==> src/rtl/uart_fwft_fifo_if.sv <==
// rtl/uart_fwft_fifo_if.sv - push/pop/status bundle for the UART first-word-fall-through FIFO
interface uart_fwft_fifo_if #(
    parameter int DATA_WIDTH = 8,
    parameter int ADDR_WIDTH = 4
);
    logic                  flush;
    logic                  clr_err;
    logic [DATA_WIDTH-1:0] wr_data;
    logic                  wr_en;
    logic                  full;
    logic                  almost_full;
    logic [DATA_WIDTH-1:0] rd_data;
    logic                  rd_en;
    logic                  empty;
    logic                  almost_empty;
    logic [ADDR_WIDTH:0]   count;
    logic                  overflow;
    logic                  underflow;

    modport master (
        output flush, clr_err, wr_data, wr_en, rd_en,
        input  full, almost_full, rd_data, empty, almost_empty, count, overflow, underflow
    );

    modport slave (
        input  flush, clr_err, wr_data, wr_en, rd_en,
        output full, almost_full, rd_data, empty, almost_empty, count, overflow, underflow
    );
endinterface

==> src/rtl/uart_fwft_fifo.sv <==
// rtl/uart_fwft_fifo.sv - parametrised FWFT FIFO with occupancy, thresholds, sticky errors and flush
module uart_fwft_fifo #(
    parameter int DATA_WIDTH    = 8,
    parameter int ADDR_WIDTH    = 4,
    parameter int AFULL_THRESH  = 12,
    parameter int AEMPTY_THRESH = 2
) (
    input  logic             CLK,
    input  logic             RST,
    uart_fwft_fifo_if.slave  bus
);
    localparam int DEPTH = 1 << ADDR_WIDTH;
    localparam logic [ADDR_WIDTH:0]   DEPTH_C  = (ADDR_WIDTH+1)'(DEPTH);
    localparam logic [ADDR_WIDTH:0]   AFULL_C  = (ADDR_WIDTH+1)'(AFULL_THRESH);
    localparam logic [ADDR_WIDTH:0]   AEMPTY_C = (ADDR_WIDTH+1)'(AEMPTY_THRESH);
    localparam logic [ADDR_WIDTH:0]   ONE_P    = (ADDR_WIDTH+1)'(1);
    localparam logic [ADDR_WIDTH-1:0] ONE_A    = ADDR_WIDTH'(1);

    logic [DATA_WIDTH-1:0] mem [DEPTH];
    logic [ADDR_WIDTH:0]   wr_ptr;
    logic [ADDR_WIDTH:0]   rd_ptr;
    logic [ADDR_WIDTH:0]   count_q;
    logic [DATA_WIDTH-1:0] rd_data_q;
    logic                  overflow_q;
    logic                  underflow_q;

    logic                  full_w;
    logic                  empty_w;
    logic                  wr_acc;
    logic                  rd_acc;
    logic                  ovf_evt;
    logic                  udf_evt;
    logic [ADDR_WIDTH-1:0] head_next_addr;

    assign full_w         = (count_q == DEPTH_C);
    assign empty_w        = (count_q == '0);
    assign head_next_addr = rd_ptr[ADDR_WIDTH-1:0] + ONE_A;

    // Flush masks both requests and any error they would otherwise raise.
    always_comb begin
        wr_acc  = bus.wr_en & (~full_w | bus.rd_en) & ~bus.flush;
        rd_acc  = bus.rd_en & ~empty_w & ~bus.flush;
        ovf_evt = bus.wr_en & full_w & ~bus.rd_en & ~bus.flush;
        udf_evt = bus.rd_en & empty_w & ~bus.flush;
    end

    always_ff @(posedge CLK) begin
        if (wr_acc && !RST) begin
            mem[wr_ptr[ADDR_WIDTH-1:0]] <= bus.wr_data;
        end
    end

    always_ff @(posedge CLK) begin
        if (RST) begin
            wr_ptr  <= '0;
            rd_ptr  <= '0;
            count_q <= '0;
        end else if (bus.flush) begin
            wr_ptr  <= '0;
            rd_ptr  <= '0;
            count_q <= '0;
        end else begin
            if (wr_acc) begin
                wr_ptr <= wr_ptr + ONE_P;
            end
            if (rd_acc) begin
                rd_ptr <= rd_ptr + ONE_P;
            end
            case ({wr_acc, rd_acc})
                2'b10:   count_q <= count_q + ONE_P;
                2'b01:   count_q <= count_q - ONE_P;
                default: count_q <= count_q;
            endcase
        end
    end

    // Head register: a word written into an empty (or draining-to-empty) FIFO
    // bypasses memory so it is visible one cycle after the write.
    always_ff @(posedge CLK) begin
        if (RST) begin
            rd_data_q <= '0;
        end else if (!bus.flush) begin
            if (wr_acc && (empty_w || (rd_acc && count_q == ONE_P))) begin
                rd_data_q <= bus.wr_data;
            end else if (rd_acc) begin
                rd_data_q <= mem[head_next_addr];
            end
        end
    end

    always_ff @(posedge CLK) begin
        if (RST) begin
            overflow_q  <= 1'b0;
            underflow_q <= 1'b0;
        end else begin
            overflow_q  <= ovf_evt | (overflow_q & ~bus.clr_err);
            underflow_q <= udf_evt | (underflow_q & ~bus.clr_err);
        end
    end

    assign bus.rd_data      = rd_data_q;
    assign bus.count        = count_q;
    assign bus.empty        = empty_w;
    assign bus.full         = full_w;
    assign bus.almost_full  = (count_q >= AFULL_C);
    assign bus.almost_empty = (count_q <= AEMPTY_C);
    assign bus.overflow     = overflow_q;
    assign bus.underflow    = underflow_q;
endmodule

==> src/flat_wrapper.sv <==
// flat-port wrapper written by rule: the top's interface ports become plain ports
module uart_fwft_fifo_flat 
#(
    parameter int DATA_WIDTH    = 8,
    parameter int ADDR_WIDTH    = 4,
    parameter int AFULL_THRESH  = 12,
    parameter int AEMPTY_THRESH = 2
)
  (CLK, RST, bus_flush, bus_clr_err, bus_wr_data, bus_wr_en, bus_rd_en, bus_full, bus_almost_full, bus_rd_data, bus_empty, bus_almost_empty, bus_count, bus_overflow, bus_underflow);
  uart_fwft_fifo_if #(.DATA_WIDTH(DATA_WIDTH), .ADDR_WIDTH(ADDR_WIDTH)) bus_i ();
  input  logic CLK;
  input  logic RST;
  input wire logic [$bits(bus_i.flush)-1:0] bus_flush;
  input wire logic [$bits(bus_i.clr_err)-1:0] bus_clr_err;
  input wire logic [$bits(bus_i.wr_data)-1:0] bus_wr_data;
  input wire logic [$bits(bus_i.wr_en)-1:0] bus_wr_en;
  input wire logic [$bits(bus_i.rd_en)-1:0] bus_rd_en;
  output wire logic [$bits(bus_i.full)-1:0] bus_full;
  output wire logic [$bits(bus_i.almost_full)-1:0] bus_almost_full;
  output wire logic [$bits(bus_i.rd_data)-1:0] bus_rd_data;
  output wire logic [$bits(bus_i.empty)-1:0] bus_empty;
  output wire logic [$bits(bus_i.almost_empty)-1:0] bus_almost_empty;
  output wire logic [$bits(bus_i.count)-1:0] bus_count;
  output wire logic [$bits(bus_i.overflow)-1:0] bus_overflow;
  output wire logic [$bits(bus_i.underflow)-1:0] bus_underflow;
  assign bus_i.flush = bus_flush;
  assign bus_i.clr_err = bus_clr_err;
  assign bus_i.wr_data = bus_wr_data;
  assign bus_i.wr_en = bus_wr_en;
  assign bus_i.rd_en = bus_rd_en;
  assign bus_full = bus_i.full;
  assign bus_almost_full = bus_i.almost_full;
  assign bus_rd_data = bus_i.rd_data;
  assign bus_empty = bus_i.empty;
  assign bus_almost_empty = bus_i.almost_empty;
  assign bus_count = bus_i.count;
  assign bus_overflow = bus_i.overflow;
  assign bus_underflow = bus_i.underflow;
  uart_fwft_fifo #(.DATA_WIDTH(DATA_WIDTH), .ADDR_WIDTH(ADDR_WIDTH), .AFULL_THRESH(AFULL_THRESH), .AEMPTY_THRESH(AEMPTY_THRESH)) u_core (.CLK(CLK), .RST(RST), .bus(bus_i));
endmodule
==> config.mk <==
export PLATFORM = sky130hd
export DESIGN_NAME = uart_fwft_fifo_flat
export DESIGN_NICKNAME = d
export VERILOG_FILES = /design/src/rtl/uart_fwft_fifo_if.sv /design/src/rtl/uart_fwft_fifo.sv /design/src/flat_wrapper.sv
export SDC_FILE = /design/constraint.sdc
export NUM_CORES = 1
export LEC_CHECK = 0
export BUFFER_PORTS_ARGS = -buffer_cell sky130_fd_sc_hd__clkbuf_2
export CAP_MARGIN = 40
export CORE_ASPECT_RATIO = 0.7
export CORE_MARGIN = 4
export CORE_UTILIZATION = 55
export CTS_BUF_LIST = sky130_fd_sc_hd__clkbuf_16
export CTS_CLUSTER_SIZE = 40
export DETAILED_ROUTE_END_ITERATION = 16
export PLACE_DENSITY_LB_ADDON = 0.25
export SYNTH_ARGS = -nofsm -noshare
export SYNTH_HDL_FRONTEND = slang
export SYNTH_SLANG_ARGS = --single-unit
==> constraint.sdc <==
create_clock -name CLK -period 3.4 [get_ports CLK]
set_input_delay 0 -clock CLK [delete_from_list [all_inputs] [get_ports CLK]]
set_output_delay 0 -clock CLK [all_outputs]
set_load 0.1 [all_outputs]
==> results of run 1 <==
[area by class of cell]
cell class	count	area, um2	area share, %
multi-input cells	201	1990	27.0
repair buffers	46	278	3.76
clock inverters	15	163	2.20
clock buffers	17	425	5.76
well taps	153	191	2.59
flip-flops and latches	151	4310	58.4
inverters	7	26.3	0.356
[synth_stat cells, drive strengths merged (2+ instances only)]
library cell and instances:
or3 2, inv 7, clkbuf 4, a31oi 3, dfxtp 23, a21oi 6, o21ai 8, and2b 10
edfxtp 128, nand2 15, a21boi 11, a211oi 2, buf 9, xnor2 6, nand4 2, o21a 2
xor2 5, nor3 2, ha 11, a221oi 7, nand3 2, mux4 32, nor2b 12, nand3b 2
a21o 2, nor2 38, nand4b 2, a2111oi 8
[registers in the layout, indices dropped and copies added, names as in the netlist]
register              flops
u_core.wr_ptr             4
u_core.bus.rd_data        8
u_core.bus.underflow      1
u_core.mem              128
u_core.rd_ptr             4
u_core.bus.overflow       1
u_core.bus.count          5
[layer usage]
metal / vias up / global-route usage, % / share of wire, %
li1: 1586 / - / -
met3: 15 / 5.30 / 6.5
met1: 1791 / 32.7 / 48
met5: - / 0 / 0
met4: 0 / 5.98 / 1.1
met2: 121 / 29.6 / 44
[stage by stage]
| step | instance area (um2) | hold slack, ps | util (%) | setup WS [ps] |
|---|---|---|---|---|
| 5_1_grt | 7390 | 33.1 | 65.9 | 678 |
| 2_1_floorplan | 6420 | 98.9 | - | 28.2 |
| 6_report | 7390 | 46.2 | 65.9 | 867 |
| 3_3_place_gp | 6750 | 324 | 60.2 | 974 |
| 3_5_place_dp | 6750 | 331 | 60.2 | 873 |
| 4_1_cts | 7390 | 2.81 | 65.9 | 873 |
[cells in the final DEF (no fill, tap or decap), types with 5 or more instances in the layout]
cell type	synthesis	routed
edfxtp_1	128	128
nor2_1	37	37
clkbuf_2	0	32
mux4_1	21	21
clkbuf_16	0	17
dfxtp_1	23	17
nand2_1	15	15
nor2b_1	12	12
mux4_2	11	11
ha_1	11	11
and2b_1	10	10
a21boi_1	9	9
buf_4	2	9
inv_1	6	8
a2111oi_2	8	8
o21ai_0	7	7
a221oi_1	7	7
xnor2_1	6	6
a21oi_1	6	6
dfxtp_2	0	6
xor2_1	5	5
dlygate4sd3_1	0	5
[cell families after synthesis]
family | share of synthesized area (%)
flops | 67.1
simple gates | 7.94
compound gates | 6.86
mux | 12.6
buf+inv | 1.85
xor+xnor | 1.50
fa+ha+maj | 2.15
[path summary, 6_finish.rpt]
| path | start | end | slack [ps] |
|---|---|---|---|
| max | u_core.bus.count[0] | u_core.mem[3][2] | 870 |
| min | RST | u_core.bus.underflow | 50 |
| max reg2reg | u_core.bus.count[0] | u_core.mem[3][2] | 870 |
| min reg2reg | u_core.bus.count[4] | u_core.bus.count[4] | 590 |
[power breakdown]
group | total [mW] | switching [mW] | internal (mW)
Clock | 1.87 | 0.724 | 1.15
Combinational | 0.207 | 0.159 | 0.0483
Sequential | 2.03 | 0.00871 | 2.02
==> qor.yml, run 1 <==
rows: 32
num_antenna_cells: 0
antenna_found_initial: 0
clkSinkCount: 151
yosys_warnings: 0
synth-edff-count: 128
syn_area_mm2: 0.00642
wl_per_cell_um: 22.7
synthToLayoutAreaGrowth_pct: 15.2
cp_slowest_cell: "nor2_1"
period_needed_ps: 2530
start_util_pct: 57.2
finalCritPeriodShare_pct: 74.5
syn_nets: 397
initialDrtViolationCount: 301
worstPathCellList: "inv_1 > ha_1 > nand4bb_1 > o21a_1 > nand2_1 > nor2_1"
ctsRootBufferMaster: "clkbuf_16"
place_hpwl_um: 8830
yosys-top-cells-area: "edfxtp_1 (60%), mux4_1 (8.6%), dfxtp_1 (7.2%), mux4_2 (3.9%), nor2_1 (2.2%)"
synthesis.instances: 372
dp_cells: 553
p_per_area_mw_per_mm2: 555
critPathKind: "flop to flop"
fill_cells: 784
grt_overflow: 0
avgViaCountPerCell: 5.95
synth_top_area_share_pct: 59.9
power_mw: 4.10
finalNonFillerCells: 590
cts-htree-levels: 4
critPathMaxFanout: 10
clockBufferDepth: 2
vdd_ir_drop_max_mv: 0.435
core_area_mm2: 0.0112
setup_violations: 0
critPathLaunchType: "flop"
synth-main-ff-cell: "edfxtp_1"
worst_pin_slew_ps: 802
path_clk_slew_ps: 60
die_area_mm2: 0.0135
cts-resized-gates: 0
cp_data_required_time_ps: 3440
crit_cells: 6
ys_ff_latch: 151
maxCapViolCount: 0
clk_latency_ps: 410
grt_use_total_pct: 21.0
worst-r2r-cell-count: 6
post_cts_buffers: 0
cts_tree: "built"
globalplace.congestion: 0.882
antenna_left: 0
hold_viol: 0
die_h_um: 98.4
vias: 3513
slowest_delay_ps: 620
rsz0062_at_grt: "false"
maxSlewViolCount: 0
end_kind: "flop"
whs_path_depth: 2
io_buffer_count: 32
yosysTopAreaCell: "edfxtp_1"
drtPass1Iterations: 5
ys_seq_area_share_pct: 67.1
cp_top_family: "simple AND/OR/NAND/NOR gates"
grt_pass1_wl_um: 20500
path_buf_inv: 1
tns_ps: 0
p_leak_nw: 2.54
remaining_drc_errors: 0
synthArstFlopShare_pct: 0
cts_inserted_buffers: 17
holdBufCountCts: 5
critical_path_arrival_ps: 2570
min_path_type: "input pin to flop"
fin_skew_ps: 9.60
finalNetCount: 449
drive_gt1_share_pct: 23.1
grt_max_degree: 24
synth_cell_type_count: 50
max_freq_mhz: 395
syn_avg_cell_area_um2: 17.2
wl_um: 13400
slew_headroom_pct: 46.3
first_global_vias: 3409
die_w_um: 137
boundaryPins: 33
status: "completed"
Power figures use the tool's default switching activity.
==> inputs of run 2 (changes only) <==
Clock period 3.4 ns to 2.5 ns, I/O delays scaled along.
==> qor.yml, run 2 (same netlist as run 1, synthesis figures left out) <==
worstPathCellList: "ha_1 > and2_1 > a31oi_2 > and2b_1 > a2111oi_2 > a221oi_1"
min_from: "bus_wr_data[7]"
slew_headroom_pct: 62.3  # +16 points
crit_start: "u_core.rd_ptr[1]"
antenna_found_initial: 0  # unchanged
worst_pin_slew_ps: 563  # -239 ps
ctsRootBufferMaster: "clkbuf_16"
place_hpwl_um: 9150  # +3.7%
maxCapViolCount: 0  # unchanged
final_common_cell: "edfxtp_1"
rows: 32  # unchanged
drive_gt1_share_pct: 27.7  # +4.6 points
clockBufferDepth: 2  # unchanged
end_kind: "flop"
min_path_type: "input pin to flop"
place_ws_ps: 343  # -530 ps
cp_slowest_cell: "a31oi_2"
cp_top_family: "compound AO/OA/AOI/OAI gates"
path_buf_inv: 0  # -1
die_h_um: 98.4  # unchanged
grt_pass1_wl_um: 21900  # +7.0%
cts_inserted_buffers: 17  # unchanged
final_area_mm2: 0.00753  # +1.9%
fin_skew_ps: 10.5  # +0.940 ps
fill_cells: 771  # -1.7%
grt_use_total_pct: 22.7  # +1.7 points
largest_reg_flops: 128  # unchanged
critPathLaunchType: "flop"
finalCritPeriodShare_pct: 87.0  # +13 points
vdd_ir_drop_max_mv: 0.620  # +42%
finalNetCount: 460  # +2.4%
boundaryPins: 33  # unchanged
io_buffer_count: 32  # unchanged
drtPass1Iterations: 5  # unchanged
grt_overflow: 0  # unchanged
maxSlewViolCount: 0  # unchanged
initialDrtViolationCount: 416  # +38%
cts-htree-levels: 4  # unchanged
avgViaCountPerCell: 6.13  # +3.0%
power_mw: 5.49  # +34%
die_area_mm2: 0.0135  # unchanged
placed_area_mm2: 0.00692  # +2.5%
remaining_drc_errors: 0  # unchanged
layout_common_cells: "edfxtp_1 (128), nor2_1 (37), clkbuf_2 (32)"
core_area_mm2: 0.0112  # unchanged
wl_per_cell_um: 23.6  # +3.9%
first_global_vias: 3660  # +7.4%
critPathMaxFanout: 8  # -2
critPathKind: "flop to flop"
finalWorstSetupSlack_ps: 324  # -542 ps
cts_tree: "built"
synthToLayoutAreaGrowth_pct: 17.4
path_clk_slew_ps: 60  # about the same
grt_max_degree: 34  # +42%
r2r_start: "u_core.rd_ptr[1]"
p_leak_nw: 2.60  # +2.5%
max_freq_mhz: 460  # +16%
antenna_left: 0  # unchanged
slowest_delay_ps: 440  # -180 ps
wl_um: 14200  # +6.0%
hold_viol: 0  # unchanged
clk_latency_ps: 420  # about the same
critical_path_arrival_ps: 2450  # -120 ps
setup_violations: 0  # unchanged
cp_data_required_time_ps: 2770  # -670 ps
status: "completed"
period_needed_ps: 2180  # -358 ps
post-route-util_pct: 67.2  # +1.3 points
clkSinkCount: 151  # unchanged
rsz0062_at_grt: "false"
vias: 3693  # +5.1%
die_w_um: 137  # unchanged
start_util_pct: 57.2  # unchanged
worst_hold_slack_ps: 61.2  # +15.1 ps
globalplace.congestion: 0.854  # -3.1%
p_per_area_mw_per_mm2: 730  # +31%
run 2: cell types whose count changed in the layout (fill, tap and decap cells not counted), moves of 2 or more:
cell      previous run  this run
inv_6                2         0
dfxtp_2              6         3
clkinv_2             0         3
clkinv_4             2         4
ha_4                 0         2
dfxtp_4              0         3
ha_1                11         9
buf_4                9        19
buf_12               0         2
a21oi_1              6         3
clkinv_1             4         0
inv_4                0         2
a21oi_2              0         3
run 2: metrics by stage:
stage | TNS, ps | cells
2_1_floorplan | -4180 | 372
3_3_place_gp | 0 | 565
3_5_place_dp | 0 | 565
6_report | 0 | 602
4_1_cts | 0 | 601
5_1_grt | 0 | 601
run 2: power by group:
group          internal, mW  switching (mW)  total, mW
sequential             2.74          0.0141       2.76
clock                  1.45           0.988       2.44
combinational        0.0730           0.220      0.293
run 2: metal layers:
layer,routed length (um),track usage (%),vias to the layer above
met5,0,0,-
met3,952,6.49,27
met1,6400,34.0,1907
met4,299,8.28,0
li1,-,-,1615
met2,6540,31.9,144
run 2: worst paths after layout:
check | cells after the start | end | slack, ps
hold reg to reg | 2 | u_core.bus.count[0] | 570
setup / recovery | 6 | u_core.bus.rd_data[5] | 320
setup reg to reg | 6 | u_core.bus.rd_data[5] | 320
hold / removal | 1 | u_core.mem[5][7] | 60
run 2: worst reg2reg max path, cell delays in order (launching register included):
cell	delay [ps]
dfxtp_1	370
ha_1	290
and2_1	210
a31oi_2	440
and2b_1	300
a2111oi_2	310
a221oi_1	120
run 2: repair_timing:
| item | CTS | global route |
|---|---|---|
| hold buffers | 4 | 0 |
| gates resized for setup | 0 | 0 |
| hold endpoints to repair | 2 | 0 |
| buffers inserted | 0 | 0 |
run 2: area by class of cell:
class,instances,area [um2],share of cell area (%)
Tap cell,153,191,2.54
Antenna cell,1,2.50,0.0332
Sequential cell,151,4320,57.4
Multi-Input combinational cell,201,2030,27.0
Inverter,7,31.3,0.415
Clock buffer,17,425,5.65
Clock inverter,15,144,1.91
Timing Repair Buffer,57,383,5.08
==> inputs of run 3 (changes only) <==
Settings changed: CORE_UTILIZATION 55 to 44.
==> qor.yml, run 3 (same netlist as run 1, synthesis figures left out) <==
intPower_mw: 4.21  # -1.5%
critPathMaxFanout: 23  # +15
grt_use_total_pct: 18.2  # -4.5 points
power.share.clock_pct: 44.5  # about the same
grt_pass1_wl_um: 21900  # about the same
min_path_type: "input pin to flop"
rsz0062_at_grt: "false"
post-route-util_pct: 53.8  # -13 points
fill_cells: 1124  # +46%
switching_share_pct: 23.4  # +1.2 points
cp_slowest_cell: "dfxtp_1"
p_per_area_mw_per_mm2: 725  # -0.63%
placed_area_mm2: 0.00698  # +0.89%
cp_top_family: "compound AO/OA/AOI/OAI gates"
path_buf_inv: 1  # +1
cts-resized-gates: 0  # unchanged
die_area_mm2: 0.0166  # +23%
largest_reg_flops: 128  # unchanged
synthToLayoutAreaGrowth_pct: 18.1
clockBufferDepth: 2  # unchanged
ctsRootBufferMaster: "clkbuf_16"
place_hpwl_um: 9580  # +4.7%
worst_pin_slew_ps: 556  # -6.76 ps
final_common_cell: "edfxtp_1"
antenna_found_initial: 0  # unchanged
power.share.sequential_pct: 50.2  # about the same
power_switching_mw: 1.29  # +5.2%
die_w_um: 152  # +11%
num_antenna_cells: 0  # -1
cts-htree-levels: 4  # unchanged
grt_max_degree: 27  # -21%
end_kind: "flop"
worst_hold_slack_ps: 55.2  # -6.01 ps
clkSinkCount: 151  # unchanged
hold_viol: 0  # unchanged
post_cts_buffers: 0  # unchanged
vias: 3562  # -3.5%
final_area_mm2: 0.00758  # +0.66%
worstPathCellList: "ha_1 > buf_12 > mux4_2 > a21boi_1 > a2111oi_2 > a221oi_1"
maxCapViolCount: 0  # unchanged
max_freq_mhz: 472  # +2.7%
first_global_vias: 3491  # -4.6%
grt_overflow: 0  # unchanged
seq_area_mm2: 0.00432  # unchanged
critical_path_arrival_ps: 2390  # -60 ps
io_buffer_count: 32  # unchanged
vdd_ir_drop_max_mv: 0.531  # -14%
critPathKind: "flop to flop"
wl_per_cell_um: 22.3  # -5.4%
period_needed_ps: 2120  # -56.3 ps
tns_ps: 0  # unchanged
finalNetCount: 461  # +0.22%
setup_violations: 0  # unchanged
cts_tree: "built"
boundaryPins: 33  # unchanged
globalplace.congestion: 0.771  # -9.7%
initialDrtViolationCount: 287  # -31%
drive_gt1_share_pct: 28.7  # +1.1 points
core_area_mm2: 0.0141  # +26%
remaining_drc_errors: 0  # unchanged
slew_headroom_pct: 63.1  # +0.83 points
fin_skew_ps: 9.58  # -0.962 ps
cts_inserted_buffers: 17  # unchanged
die_h_um: 109  # +11%
multiInputGateArea_mm2: 0.00203  # unchanged
drtPass1Iterations: 5  # unchanged
start_util_pct: 45.5  # -12 points
clk_latency_ps: 410  # about the same
critPathLaunchType: "flop"
comb_power_share_pct: 5.3  # about the same
layout_common_cells: "edfxtp_1 (128), nor2_1 (37), clkbuf_2 (32)"
slowest_delay_ps: 370  # -70 ps
maxSlewViolCount: 0  # unchanged
antenna_left: 0  # unchanged
finalCritPeriodShare_pct: 84.8  # -2.3 points
holdBufCountCts: 3  # -1
avgViaCountPerCell: 5.57  # -9.1%
cp_data_required_time_ps: 2770  # about the same
status: "completed"
path_clk_slew_ps: 70  # about the same
rows: 36  # +13%
p_leak_nw: 2.60  # about the same
wl_um: 14200  # +0.44%
## run 3: area by class of cell
class | instances | share of cell area (%)
Sequential cell | 151 | 57.0
Timing Repair Buffer | 58 | 5.12
Clock inverter | 15 | 1.91
Tap cell | 190 | 3.14
Clock buffer | 17 | 5.61
Inverter | 7 | 0.413
Multi-Input combinational cell | 201 | 26.8
## run 3: power by group through the flow
| stage | Sequential [mW] | Combinational (mW) | Clock, mW |
|---|---|---|---|
| 4_1_cts | 2.76 | 0.293 | 2.49 |
| 2_1_floorplan | 2.89 | 0.113 | 0 |
| 5_1_grt | 2.76 | 0.309 | 2.61 |
| 3_5_place_dp | 2.81 | 0.289 | 0 |
| 6_report | 2.76 | 0.291 | 2.45 |
| 3_3_place_gp | 2.81 | 0.284 | 0 |
## run 3: path summary, 6_finish.rpt
check,from,end,slack [ps],cells past startpoint
min,RST,u_core.bus.overflow,60,2
max,u_core.rd_ptr[1],u_core.bus.rd_data[5],380,6
max reg2reg,u_core.rd_ptr[1],u_core.bus.rd_data[5],380,6
min reg2reg,u_core.bus.count[1],u_core.bus.count[1],570,2
## run 3: layer usage
layer / routed length [um] / global-route usage [%] / part of all wire [%]
met1: 6940 / 27.6 / 49
met2: 6200 / 26.4 / 43
met3: 1010 / 4.44 / 7.1
met4: 104 / 5.00 / 0.73
met5: 0 / 0 / 0
## run 3: through the flow
| stage | power, mW | worst slack [ps] | cells |
|---|---|---|---|
| after detailed placement | 3.10 | 373 | 604 |
| after floorplan | 3.00 | -599 | 372 |
| after global placement | 3.09 | 398 | 604 |
| after global routing | 5.67 | 218 | 639 |
| after CTS | 5.54 | 363 | 639 |
| final | 5.49 | 381 | 639 |
## run 3: worst reg2reg max path: cells and delay by family, from the launching register on
family / cells / cell delay, ps
adder cells (fa/ha/maj): 1 / 360
multiplexers: 1 / 390
buffers and inverters: 1 / 190
flip-flops: 1 / 370
AO/OA/AOI/OAI: 3 / 650
